**config.mk**
```make
export PLATFORM = sky130hd
export DESIGN_NAME = sipo_stream
export DESIGN_NICKNAME = d
export VERILOG_FILES = /design/src/rtl/sipo_stream.sv
export SDC_FILE = /design/constraint.sdc
export NUM_CORES = 1
export LEC_CHECK = 0
export BUFFER_PORTS_ARGS = -buffer_cell sky130_fd_sc_hd__buf_2
export CORE_UTILIZATION = 56
export CTS_CLUSTER_DIAMETER = 150
export CTS_CLUSTER_SIZE = 8
export DETAILED_ROUTE_END_ITERATION = 6
export GPL_ROUTABILITY_DRIVEN = 0
export HOLD_SLACK_MARGIN = 0.06
export PLACE_DENSITY = 0.75
export SLEW_MARGIN = 20
export SYNTH_ARGS = -nofsm -noshare
export SYNTH_HDL_FRONTEND = slang
export SYNTH_SLANG_ARGS = --single-unit
```
**constraint.sdc**
```tcl
create_clock -name i_clk -period 2.15 [get_ports i_clk]
set_input_delay 0.215 -clock i_clk [delete_from_list [all_inputs] [get_ports i_clk]]
set_output_delay 0.215 -clock i_clk [all_outputs]
set_load 0.005 [all_outputs]
```
**src/rtl/sipo_stream.sv**
```systemverilog
`default_nettype none
// ============================================================================
// Module   : sipo_stream
// Purpose  : Serial-in/parallel-out packer, valid/ready on both sides,
//            double-buffered (assembly + output register), early close on last.
// Revision : 1.0
// ============================================================================
module sipo_stream #(
   parameter int DATA_IN_W  = 1,
   parameter int DATA_OUT_W = 8,
   parameter bit MSB_FIRST  = 1'b1,
   parameter int CNT_W      = $clog2(DATA_OUT_W / DATA_IN_W + 1)
) (
   input  logic                  i_clk,
   input  logic                  i_rst_n,
   input  logic                  i_clear,
   input  logic                  i_valid,
   input  logic [DATA_IN_W-1:0]  i_data,
   input  logic                  i_last,
   output logic                  o_ready,
   output logic                  o_valid,
   output logic [DATA_OUT_W-1:0] o_data,
   output logic [CNT_W-1:0]      o_count,
   output logic                  o_last,
   input  logic                  i_ready,
   output logic                  o_done
);

   localparam int c_N = DATA_OUT_W / DATA_IN_W;

   typedef enum logic [0:0] {
      FILL = 1'b0,
      HOLD = 1'b1
   } state_t;

   state_t                r_state;
   state_t                w_state_nxt;
   logic [DATA_OUT_W-1:0] r_asm;
   logic [CNT_W-1:0]      r_cnt;
   logic                  r_hold_last;
   logic [DATA_OUT_W-1:0] r_out_data;
   logic [CNT_W-1:0]      r_out_cnt;
   logic                  r_out_last;
   logic                  r_out_valid;

   logic                  w_accept;
   logic                  w_consume;
   logic                  w_close;
   logic                  w_out_free;
   logic [DATA_OUT_W-1:0] w_word;
   logic                  w_load_out;
   logic [DATA_OUT_W-1:0] w_load_data;
   logic [CNT_W-1:0]      w_load_cnt;
   logic                  w_load_last;
   logic                  w_asm_clr;
   logic                  w_asm_upd;
   logic                  w_hold_save;

   assign o_ready    = i_rst_n & (r_state == FILL);
   assign w_accept   = i_valid & o_ready;
   assign w_consume  = r_out_valid & i_ready;
   assign w_out_free = ~r_out_valid | i_ready;
   assign w_close    = w_accept & ((r_cnt == CNT_W'(c_N - 1)) | i_last);

   // Current partial word with the incoming beat dropped into slot r_cnt.
   always_comb begin
      w_word = r_asm;
      for (int k = 0; k < c_N; k++) begin
         if (r_cnt == CNT_W'(k))
            w_word[(MSB_FIRST ? (c_N - 1 - k) : k) * DATA_IN_W +: DATA_IN_W] = i_data;
      end
   end

   always_comb begin
      w_state_nxt = r_state;
      w_load_out  = 1'b0;
      w_load_data = w_word;
      w_load_cnt  = r_cnt + CNT_W'(1);
      w_load_last = i_last;
      w_asm_clr   = 1'b0;
      w_asm_upd   = 1'b0;
      w_hold_save = 1'b0;
      case (r_state)
         FILL: begin
            if (w_close) begin
               if (w_out_free) begin
                  w_load_out = 1'b1;
                  w_asm_clr  = 1'b1;
               end else begin
                  w_hold_save = 1'b1;
                  w_state_nxt = HOLD;
               end
            end else if (w_accept) begin
               w_asm_upd = 1'b1;
            end
         end
         HOLD: begin
            // In HOLD r_cnt already carries the beat count of the held word.
            if (w_consume) begin
               w_load_out  = 1'b1;
               w_load_data = r_asm;
               w_load_cnt  = r_cnt;
               w_load_last = r_hold_last;
               w_asm_clr   = 1'b1;
               w_state_nxt = FILL;
            end
         end
         default: w_state_nxt = FILL;
      endcase
   end

   always_ff @(posedge i_clk) begin
      if (!i_rst_n || i_clear) begin
         r_state     <= FILL;
         r_asm       <= '0;
         r_cnt       <= '0;
         r_hold_last <= 1'b0;
         r_out_data  <= '0;
         r_out_cnt   <= '0;
         r_out_last  <= 1'b0;
         r_out_valid <= 1'b0;
      end else begin
         r_state <= w_state_nxt;
         if (w_asm_clr) begin
            r_asm <= '0;
            r_cnt <= '0;
         end else if (w_hold_save) begin
            r_asm       <= w_word;
            r_cnt       <= r_cnt + CNT_W'(1);
            r_hold_last <= i_last;
         end else if (w_asm_upd) begin
            r_asm <= w_word;
            r_cnt <= r_cnt + CNT_W'(1);
         end
         if (w_load_out) begin
            r_out_data  <= w_load_data;
            r_out_cnt   <= w_load_cnt;
            r_out_last  <= w_load_last;
            r_out_valid <= 1'b1;
         end else if (w_consume) begin
            r_out_valid <= 1'b0;
         end
      end
   end

   assign o_valid = r_out_valid;
   assign o_data  = r_out_data;
   assign o_count = r_out_cnt;
   assign o_last  = r_out_last;
   assign o_done  = w_consume;

endmodule
`default_nettype wire
```
# Yosys cells after proc, flatten, opt, wreduce, memory -nomap -nowiden
# Index checks and enable logic that the tools add are counted.
totals:
  regBits: 28
  output_inout_bits: 16
  elab_cells: 64
classes:
  add_sub_neg: 1
  eq_ne: 7
  n_mux: 32
  n_bitwise: 9
  reduce_logical: 7
op_table:
  columns: ["op", "count"]
  rows:
  - ["two-way mux 8 bit", 4]
  - ["two-way mux 1 bit", 22]
  - ["equality test 4 x 3 -> 1 bit (second input constant)", 4]
  - ["two-way mux 4 bit", 4]
  - ["equality test 4 x 2 -> 1 bit (second input constant)", 2]
  - ["adder 4 x 1 -> 4 bit (second input constant)", 1]
  - ["bitwise AND 1 bit", 4]
  - ["equality test 4 x 1 -> 1 bit (second input constant)", 1]
  - ["zero test 4 bit", 1]
  - ["one-hot mux 1 bit (2 select lines)", 2]
  - ["nonzero test 2 bit", 2]
  - ["inverter 1 bit", 3]
  - ["bitwise OR 1 bit", 2]
  - ["AND reduction 2 bit", 1]
  - ["OR reduction 2 bit", 1]
  - ["zero test 1 bit", 1]
  - ["logical OR 1 bit", 1]

# Longest topological paths before layout
# Gate-level depths: netlist (run 1).
depth:
  word_depth: 8
  mapped_depth: 7
  ltp_nobuf: 6

# Least setup slack after synthesis (run 1)
# No wires, ideal clock.
synth_path:
  kind: "register to register"
  start: "register r_cnt[0]"
  end: "register r_asm[1]"
  t_arrival_ns: 1.488
  path_slack_ns: 0.583
  stages_incl_launch_ff: 8
  period_less_slack_ns: 1.567
  path_cell_list: "dfxtp_1 > ha_1 > and3b_1 > buf_6 > o211ai_4 > nand3_2 > buf_2 > a211oi_2"
synth_via:
  elab_chain_len: 6
  word_cells_on_any_way: 15
  cone_classes: "eq/ne (2); mux (9); bitwise (2); reduce/logical (2)"
synth_lines:
  columns: ["element", "line", "text"]
  rows:
  - ["start, declared", "39", "logic [CNT_W-1:0] r_cnt;"]
  - ["start signal, assigned", "129", "r_cnt <= r_cnt + CNT_W'(1);"]
  - ["start signal, assigned", "133", "r_cnt <= r_cnt + CNT_W'(1);"]
  - ["equality test 4 x 3 -> 1 bit", "63", "assign w_close = w_accept & ((r_cnt == CNT_W'(c_N - 1)) | i_last);"]
  - ["bitwise OR 1 bit", "63", null]
  - ["bitwise AND 1 bit", "63", null]
  - ["two-way mux 1 bit", "85", "if (w_close) begin"]
  - ["one-hot mux 1 bit (2 select lines) / two-way mux 1 bit (equally long branches)", "83", "case (r_state)"]
  - ["OR reduction 2 bit (no line), or another cell as far along", null, null]
  - ["end signal, assigned", "128", "r_asm <= w_word;"]
  - ["end signal, assigned", "132", "r_asm <= w_word;"]
  - ["end, declared", "38", "logic [DATA_OUT_W-1:0] r_asm;"]
# Several ways; a longest one is shown, not always the timed one. The select of a mux whose other input is x is not followed.
# A chain may end at the register's enable or synchronous reset.

# Final worst setup path (run 1)
layout_path:
  start: "register r_cnt[1]"
  end: "register r_out_data[1] (netlist: o_data[1])"
layout_via:
  elab_chain_len: 5
  word_cells_on_any_way: 9
  cone_classes: "eq/ne (2); mux (5); bitwise (2)"
layout_lines:
  columns: ["element", "line", "text"]
  rows:
  - ["equality test 4 x 3 -> 1 bit", "63", null]
  - ["bitwise OR 1 bit", "63", null]
  - ["bitwise AND 1 bit", "63", null]
  - ["two-way mux 1 bit", "85", null]
  - ["one-hot mux 1 bit (2 select lines)", "83", null]
  - ["end signal, assigned", "136", "r_out_data <= w_load_data;"]
  - ["end, declared", "41", "logic [DATA_OUT_W-1:0] r_out_data;"]
# Several ways; a longest one is shown, not always the timed one.

==> results of run 1 <==
area by class of cell:
cell class / count / area [um^2]
Clock inverter: 1 / 30.0
Sequential cell: 28 / 561
Multi-Input combinational cell: 128 / 886
Fill cell: 239 / 868
Tap cell: 30 / 37.5
Inverter: 8 / 30.0
Clock buffer: 3 / 22.5
Timing Repair Buffer: 25 / 133
flip-flops by register name, summed over array words and instances, names as in the netlist:
signal	flops
o_data	8
r_asm	8
o_count	4
r_cnt	4
o_last	1
o_valid	1
r_hold_last	1
r_state	1
final timing paths:
check / to / slack [ns] / cells past startpoint
min reg2reg: o_data[1] / 0.47 / 2
max: o_data[1] / 0.33 / 5
max reg2reg: o_data[1] / 0.33 / 5
min: r_hold_last / 0.20 / 3
critical path: stages, from the launching register on:
cell and delay, ns:
dfxtp_1 0.44, ha_1 0.27, nand3b_4 0.12, a211oi_4 0.47, nor2_2 0.15, a221oi_1 0.30
power by group:
group | switching (mW) | total (mW) | internal, mW
logic | 0.0618 | 0.0948 | 0.0330
clock network | 0.160 | 0.349 | 0.189
registers | 0.00425 | 0.530 | 0.526
logic make-up (layout without fill, tap and decap cells):
| family | Yosys count | count (layout) | synth area share, % |
|---|---|---|---|
| muxes | 9 | 9 | 5.76 |
| xor gates and xnor gates | 2 | 2 | 1.12 |
| adders and majority gates | 4 | 4 | 3.20 |
| DFF | 28 | 28 | 35.8 |
| AOI/OAI and AO/OA | 61 | 61 | 25.8 |
| buffers and inverters | 22 | 37 | 7.59 |
| and+or+nand+nor | 52 | 52 | 20.7 |
per-layer routing:
| metal | track usage, % | up-vias | share of wire (%) |
|---|---|---|---|
| met1 | 37.0 | 637 | 44 |
| li1 | - | 676 | - |
| met4 | 5.56 | 0 | 0.71 |
| met5 | 0 | - | 0 |
| met2 | 43.6 | 52 | 48 |
| met3 | 6.67 | 4 | 7.4 |
cells in the mapped netlist, types with 5 or more instances:
master    number
o21ai_0       15
buf_2          5
nor2_1         5
mux2i_1        9
nand2_1        8
dfxtp_1       28
o31ai_1        5
clkbuf_1       5
a21oi_1       22
inv_1          7
nand3_1        8
metrics by stage:
stage	power, mW	std cells	setup slack [ns]
after floorplan	0.605	178	0.583
after global placement	0.632	219	0.388
after detailed placement	0.634	219	0.337
after CTS	0.978	223	0.306
after global routing	1.01	223	0.240
final	0.974	223	0.327
==> metrics.csv, run 1 <==
metric,value,unit
whs,0.202,ns
rows,18,
die_w,54.9,um
syn_avg_cell_area,8.79,um^2
setup_violations,0,
vias,1369,
fin_crit,1.82,ns
grt-ovfl-total,0,
clkLatencyLatePin,0.34,ns
cts_root_buffer,clkbuf_4,
synth_edf_count,0,
crit_type,flip-flop to flip-flop,
power.density,573,nW/um^2
route.detailed.drc,0,
r2r-start,r_cnt[1],
cts_buffer_depth,2,
finalCritPeriodShare,84.8,%
ys_seq_area_share,35.8,%
hold_path_class,input pin to flip-flop,
cts_tree,built,
postCtsSetupBuffers,0,
synth-async-reset-ratio,0,%
postCtsHoldBufs,0,
tns,0,ns
syn_inst,178,
num_antenna_cells,0,
drv_cap,0,
yosys_warnings,0,
status,"finished, final reports clean",
crit_start,r_cnt[1],
htree_num_levels,1,
syn_nets,189,
grt_start_max_net_pins,17,
grt_pass1_vias,1192,
yosysTopAreaCell,dfxtp_1,
firstDrtPassIters,4,
ant_nets,0,
fin_skew,0.0155,ns
drive_gt1_share,20.7,%
layout_common_cells,"dfxtp_1 (28), a21oi_1 (22), buf_2 (22), o21ai_0 (15), mux2i_1 (9)",
yosys-top-cells-area,"dfxtp_1 (36%), a21oi_1 (7.0%), mux2i_1 (5.8%)",
cts.repair.resized,0,
final_common_cell,dfxtp_1,
cp.required,2.41,ns
cts_buffers,3,
die_y,54.9,um
post-route-util,66.2,%
max_freq,0.549,GHz
start_util,61.0,%
crit_arrival,2.08,ns
maxSlewHeadroom,57.3,%
end_kind,flip-flop,
startpoint_type,flip-flop,
ys_ff_latch,28,
crit_fanout,9,
rsz0062_at_grt,false,
die-area,3010,um^2
finalMaxSlewViolations,0,
grt_pass1_wl,5770,um
core_area,2570,um^2
synth_top_area_share,35.8,%
ys.flop_type,dfxtp_1,
wl_per_cell,15.7,um
num_io_pins,23,
placed_cell_area,1650,um^2
hold_viol_final,0,
drt-total-wl,3510,um
synthToLayoutAreaGrowth,8.55,%
dpl.hpwl,2410,um
post_drt_via_cell_ratio,6.14,
fin_area,1700,um^2
antenna_found_initial,0,
ir_drop,558,uV
portBuffers,22,
path_clk_slew,0.16,ns
worst_slew_pin_slew,0.641,ns
nets,205,
synth_area,1570,um^2
drt_iter0_markers,39,
p_leak,0.688,nW
globalRouteTotalUtil,27.3,%
synth.distinct_cells,39,
cts_sinks,28,
hp-start,i_last,
Power figures use the tool's default switching activity.
==> inputs of run 2 (changes only) <==
--- a/config.mk
+++ b/config.mk
@@ -6,13 +6,13 @@
 export NUM_CORES = 1
 export LEC_CHECK = 0
 export BUFFER_PORTS_ARGS = -buffer_cell sky130_fd_sc_hd__buf_2
-export CORE_UTILIZATION = 56
+export CORE_UTILIZATION = 50
 export CTS_CLUSTER_DIAMETER = 150
 export CTS_CLUSTER_SIZE = 8
 export DETAILED_ROUTE_END_ITERATION = 6
 export GPL_ROUTABILITY_DRIVEN = 0
 export HOLD_SLACK_MARGIN = 0.06
-export PLACE_DENSITY = 0.75
+export PLACE_DENSITY = 0.71
 export SLEW_MARGIN = 20
 export SYNTH_ARGS = -nofsm -noshare
 export SYNTH_HDL_FRONTEND = slang
==> constraint.sdc (replaced) <==
create_clock -name i_clk -period 1.5 [get_ports i_clk]
set_input_delay 0.15 -clock i_clk [delete_from_list [all_inputs] [get_ports i_clk]]
set_output_delay 0.15 -clock i_clk [all_outputs]
set_load 0.005 [all_outputs]
==> run 2 against run 1 <==
Clock skew fell by 0.011 ns. Sequential share of layout area fell by 5.3 points. Critical endpoint is now r_asm[0]. Sequential power rose by 44%. The run now ends with DRC, setup timing left. Worst setup slack got worse by 0.46 ns. Combinational power rose by 94%.
==> metrics.csv, run 2 (synthesized netlist as in run 1, its figures left out) <==
metric,value,unit,change
status,"complete, but fails checks",,
violations,"DRC, setup timing",,
ant_nets,0,,unchanged
crit_type,flip-flop to flip-flop,,
finalMaxSlewViolations,0,,unchanged
hold_path_class,input pin to flip-flop,,
hold_viol_final,0,,unchanged
htree_num_levels,1,,unchanged
core_area,2850,um^2,+11%
die_w,58.0,um,+5.6%
finalCritPeriodShare,109,%,+24 points
tns,-1.28,ns,-1.28 ns
drt-total-wl,4650,um,+33%
drive_gt1_share,44.3,%,+24 points
fin_skew,0.00469,ns,-0.0108 ns
grt_pass1_wl,6770,um,+17%
grt_start_max_net_pins,17,,unchanged
portBuffers,22,,unchanged
drt_iter0_markers,95,,+140%
antenna_found_initial,0,,unchanged
die_y,58.0,um,+5.6%
layout_common_cells,"dfxtp_1 (25), buf_2 (22), buf_4 (19), a21oi_1 (14), o21ai_0 (13)",,
place_inst,236,,+7.8%
grt-ovfl-total,0,,unchanged
rsz0062_at_grt,true,,
synthToLayoutAreaGrowth,30.1,%,
clkLatencyLatePin,0.35,ns,about the same
grt_pass1_vias,1447,,+21%
setup_violations,21,,+21
globalRouteTotalUtil,26.6,%,-0.75 points
crit_arrival,1.91,ns,-0.17 ns
startpoint_type,flip-flop,,
ir_drop,475,uV,-15%
post_drt_via_cell_ratio,6.37,,+3.7%
rows,19,,+1
fin_crit,1.63,ns,-0.190 ns
dpl.hpwl,2720,um,+13%
die-area,3360,um^2,+12%
cts_tree,built,,
cts_buffer_depth,2,,unchanged
p_leak,0.804,nW,+17%
end_kind,flip-flop,,
fin_ws,-0.133,ns,-0.460 ns
cp.required,1.77,ns,-0.64 ns
maxSlewHeadroom,72.4,%,+15 points
final_common_cell,dfxtp_1,,
worst_slew_pin_slew,0.413,ns,-0.228 ns
cts_sinks,28,,unchanged
firstDrtPassIters,7,,+3
nets,224,,+9.3%
crit_fanout,6,,-3
whs,0.138,ns,-0.0636 ns
num_io_pins,23,,unchanged
cts_root_buffer,clkbuf_4,,
num_antenna_cells,0,,unchanged
fin_area,2040,um^2,+20%
max_freq,0.612,GHz,+12%
wl_per_cell,19.1,um,+22%
drv_cap,0,,unchanged
placed_cell_area,1770,um^2,+7.5%
stdcell_count,243,,+9.0%
route.detailed.drc,1,,+1
power.density,717,nW/um^2,+25%
path_clk_slew,0.16,ns,about the same
start_util,54.9,%,-6.1 points
total_power,1.46,mW,+50%
cts_buffers,3,,unchanged
vias,1547,,+13%
## run 2: power breakdown
part | switching, mW | internal, mW | leakage [nW] | total (mW)
registers | 0.00691 | 0.754 | 0.228 | 0.761
clock network | 0.243 | 0.271 | 0.0279 | 0.514
logic | 0.115 | 0.0691 | 0.548 | 0.184
total | 0.366 | 1.09 | 0.804 | 1.46
## run 2: final cells by class
type	count	area, um^2
multi-input cells	129	1070
fillers	214	817
flip-flops and latches	28	564
repair buffers	43	275
well taps	31	38.8
clock inverters	1	30.0
inverters	8	30.0
clock buffers	3	22.5
## run 2: final timing paths
kind	slack, ns	start	endpoint	cells past startpoint
max reg2reg	-0.13	r_cnt[1]	r_asm[0]	5
max	-0.13	r_cnt[1]	r_asm[0]	5
min	0.14	i_last	r_hold_last	3
min reg2reg	0.47	o_data[7]	o_data[7]	2
## run 2: per-stage QoR
step | utilization (%) | setup slack [ns]
after CTS | 67.9 | -0.0676
final | 71.4 | -0.133
after global placement | 62.1 | -0.0436
after detailed placement | 62.1 | -0.0998
after floorplan | - | 0.00170
after global routing | 71.4 | -0.168
## run 2: repair_timing
action                     4_1_cts  5_1_grt
cloned                           1        0
gates resized for setup         24       21
hold buffers                     0        0
setup endpoints to repair       23       25
buffers inserted                 0        2
pin swaps                        6       10
## run 2: metal layers
| layer | part of all wire (%) | vias up | track usage (%) | routed length, um |
|---|---|---|---|---|
| li1 | - | 721 | - | - |
| met1 | 38 | 735 | 32.7 | 1790 |
| met2 | 52 | 74 | 44.8 | 2410 |
| met3 | 5.7 | 17 | 4.02 | 265 |
| met4 | 4.2 | 0 | 13.9 | 194 |
| met5 | 0 | - | 0 | 0 |
## run 2: critical path, cell delays in order (launching register included)
cell,delay [ns]
dfxtp_2,0.37
ha_4,0.18
and3b_2,0.27
o211ai_4,0.33
nand3_4,0.19
a211oi_2,0.22
==> inputs of run 3 (changes only) <==
--- a/config.mk
+++ b/config.mk
@@ -6,6 +6,7 @@
 export NUM_CORES = 1
 export LEC_CHECK = 0
 export BUFFER_PORTS_ARGS = -buffer_cell sky130_fd_sc_hd__buf_2
+export CORE_MARGIN = 3
 export CORE_UTILIZATION = 50
 export CTS_CLUSTER_DIAMETER = 150
 export CTS_CLUSTER_SIZE = 8
==> run 3 against run 2 <==
Total power up 1.9%. Largest power group unchanged. Worst setup slack better by 0.025 ns. Register-to-register slack better by 0.02 ns. First-iteration DRC count up 27%. Clock power up 3%. Non-clock buffer count up 8. Routed wire length up 7.4%. Critical path type unchanged. Sequential power about the same. Fmax up 1.5%. Sequential share of layout area down 1.6 points. The run ends with setup timing left. Core utilization up 4.1 points. Cell area up 6.6%.
==> metrics.csv, run 3 (synthesized netlist as in run 1, its figures left out) <==
metric,value,unit,change
ir_drop,311,uV,-35%
cp_top_family,compound AO/OA/AOI/OAI gates,,
rsz0062_at_grt,true,,
vias,1613,,+4.3%
crit_fanout,9,,+3
grt_pass1_vias,1408,,-2.7%
finalMaxSlewViolations,0,,unchanged
fin_crit,1.61,ns,-0.0247 ns
start_util,54.4,%,-0.45 points
num_antenna_cells,0,,unchanged
route.detailed.drc,0,,-1
power.density,685,nW/um^2,-4.5%
drv_cap,0,,unchanged
violations,setup timing,,
fin_skew,0.00233,ns,-0.00236 ns
grt-ovfl-total,0,,unchanged
grtUsageMet3,3.72,%,-0.30 points
layout_common_cells,"dfxtp_1 (24), buf_2 (22), buf_4 (21), a21oi_1 (19), o21ai_0 (14)",,
cts_buffer_depth,2,,unchanged
startpoint_type,flip-flop,,
globalRouteTotalUtil,23.9,%,-2.7 points
hold_path_class,input pin to flip-flop,,
power.internal,1.10,mW,+0.75%
maxSlewHeadroom,74.5,%,+2.1 points
critPathSlowestCell,dfxtp_2,,
num_io_pins,23,,unchanged
nets,232,,+3.6%
p_sw,0.385,mW,+5.3%
path_cells,"ha_4, and3b_2, o21ai_4, a21oi_1, a211oi_2",,
cts_buffers,3,,unchanged
portBuffers,22,,unchanged
firstDrtPassIters,4,,-3
die_w,62.0,um,+6.9%
crit_type,flip-flop to flip-flop,,
whs,0.131,ns,-0.00717 ns
postCtsHoldBufs,0,,unchanged
met1_usage,29.0,%,-3.7 points
max_freq,0.622,GHz,+1.5%
status,"complete, but fails checks",,
drt-total-wl,4990,um,+7.4%
setup_violations,18,,-14%
drt_iter0_markers,121,,+27%
cts_root_buffer,clkbuf_4,,
seqPwrFrac,51.1,%,-1.0 points
slowest_delay,0.37,ns,about the same
synthToLayoutAreaGrowth,38.7,%,
grt.busiest_layer,met2,,
die_y,62.0,um,+6.9%
htree_num_levels,1,,unchanged
dpl.hpwl,2790,um,+2.6%
core_area,2880,um^2,+0.83%
wl_per_cell,19.1,um,-0.41%
p_sw_share,25.9,%,+0.83 points
ant_nets,0,,unchanged
drive_gt1_share,45.5,%,+1.1 points
place_inst,248,,+5.1%
antenna_found_initial,0,,unchanged
end_kind,flip-flop,,
grt_start_max_net_pins,17,,unchanged
power_frac_comb,13.3,%,+0.7 points
fin_ws,-0.109,ns,+0.0247 ns
path_clk_slew,0.17,ns,about the same
finalCritPeriodShare,107,%,-1.6 points
hold_viol_final,0,,unchanged
cts_tree,built,,
critPathBufInv,0,,unchanged
grt_use_met2,41.7,%,-3.1 points
rows,19,,unchanged
post_drt_via_cell_ratio,6.16,,-3.3%
grt_pass1_wl,6820,um,+0.72%
stdcell_count,262,,+7.8%
total_power,1.49,mW,+1.9%
p_clk_share,35.6,%,+0.4 points
cp.required,1.78,ns,about the same
final_common_cell,dfxtp_1,,
worst_slew_pin_slew,0.381,ns,-0.0321 ns
crit_arrival,1.88,ns,-0.03 ns
cts_sinks,28,,unchanged
clkLatencyLatePin,0.35,ns,about the same
die-area,3840,um^2,+14%
p_leak,0.859,nW,+6.9%
run 3: cell types whose count changed in the layout (fill, tap and decap cells not counted), sizes merged:
cell	change
buf	+8
run 3: metrics by stage:
step | cell area [um^2] | setup TNS [ns] | utilization, % | setup slack (ns)
floorplan | 1570 | 0 | - | 0.00170
global placement | 1800 | -0.758 | 62.7 | -0.0907
detailed placement | 1800 | -1.52 | 62.7 | -0.187
CTS | 1970 | -0.170 | 68.5 | -0.0329
global route | 2170 | -2.29 | 75.5 | -0.159
finish | 2170 | -0.778 | 75.5 | -0.109
run 3: power groups by stage:
| stage | Clock (mW) | Combinational [mW] | Sequential [mW] |
|---|---|---|---|
| after floorplan | 0 | 0.0932 | 0.776 |
| after detailed placement | 0 | 0.147 | 0.776 |
| after CTS | 0.514 | 0.162 | 0.760 |
| after global placement | 0 | 0.144 | 0.775 |
| final | 0.529 | 0.199 | 0.760 |
| after global routing | 0.552 | 0.212 | 0.761 |
run 3: routing by layer:
layer  share of wire, %  vias to the layer above
li1                   -                      734
met1                 40                      771
met2                 48                       84
met3                6.7                       24
met4                5.0                        0
met5                  0                        -
run 3: final cells by class:
type / count / area (um^2)
multi-input combinational: 129 / 1100
fill: 194 / 706
sequential: 28 / 568
timing repair buffer: 51 / 367
tap: 42 / 52.6
clock inverter: 1 / 30.0
inverter: 8 / 30.0
clock buffer: 3 / 22.5
run 3: path summary, 6_finish.rpt:
check | start | to | slack [ns] | cells past startpoint
setup / recovery | r_cnt[0] | r_asm[0] | -0.11 | 5
hold / removal | i_ready | r_state | 0.13 | 3
setup reg to reg | r_cnt[0] | r_asm[0] | -0.11 | 5
hold reg to reg | o_data[6] | o_data[6] | 0.49 | 1
run 3: worst min-delay path: cells and delay by family:
family	cells	cell delay, ns
buffers and inverters	1	0.11
AND/OR/NAND/NOR	2	0.19
run 3: timing repair:
action / 4_1_cts / 5_1_grt
gates resized for setup: 20 / 34
pin swaps: 7 / 16
setup buffers: 3 / 6
gates cloned: 1 / 0
endpoints found under the setup margin: 23 / 25
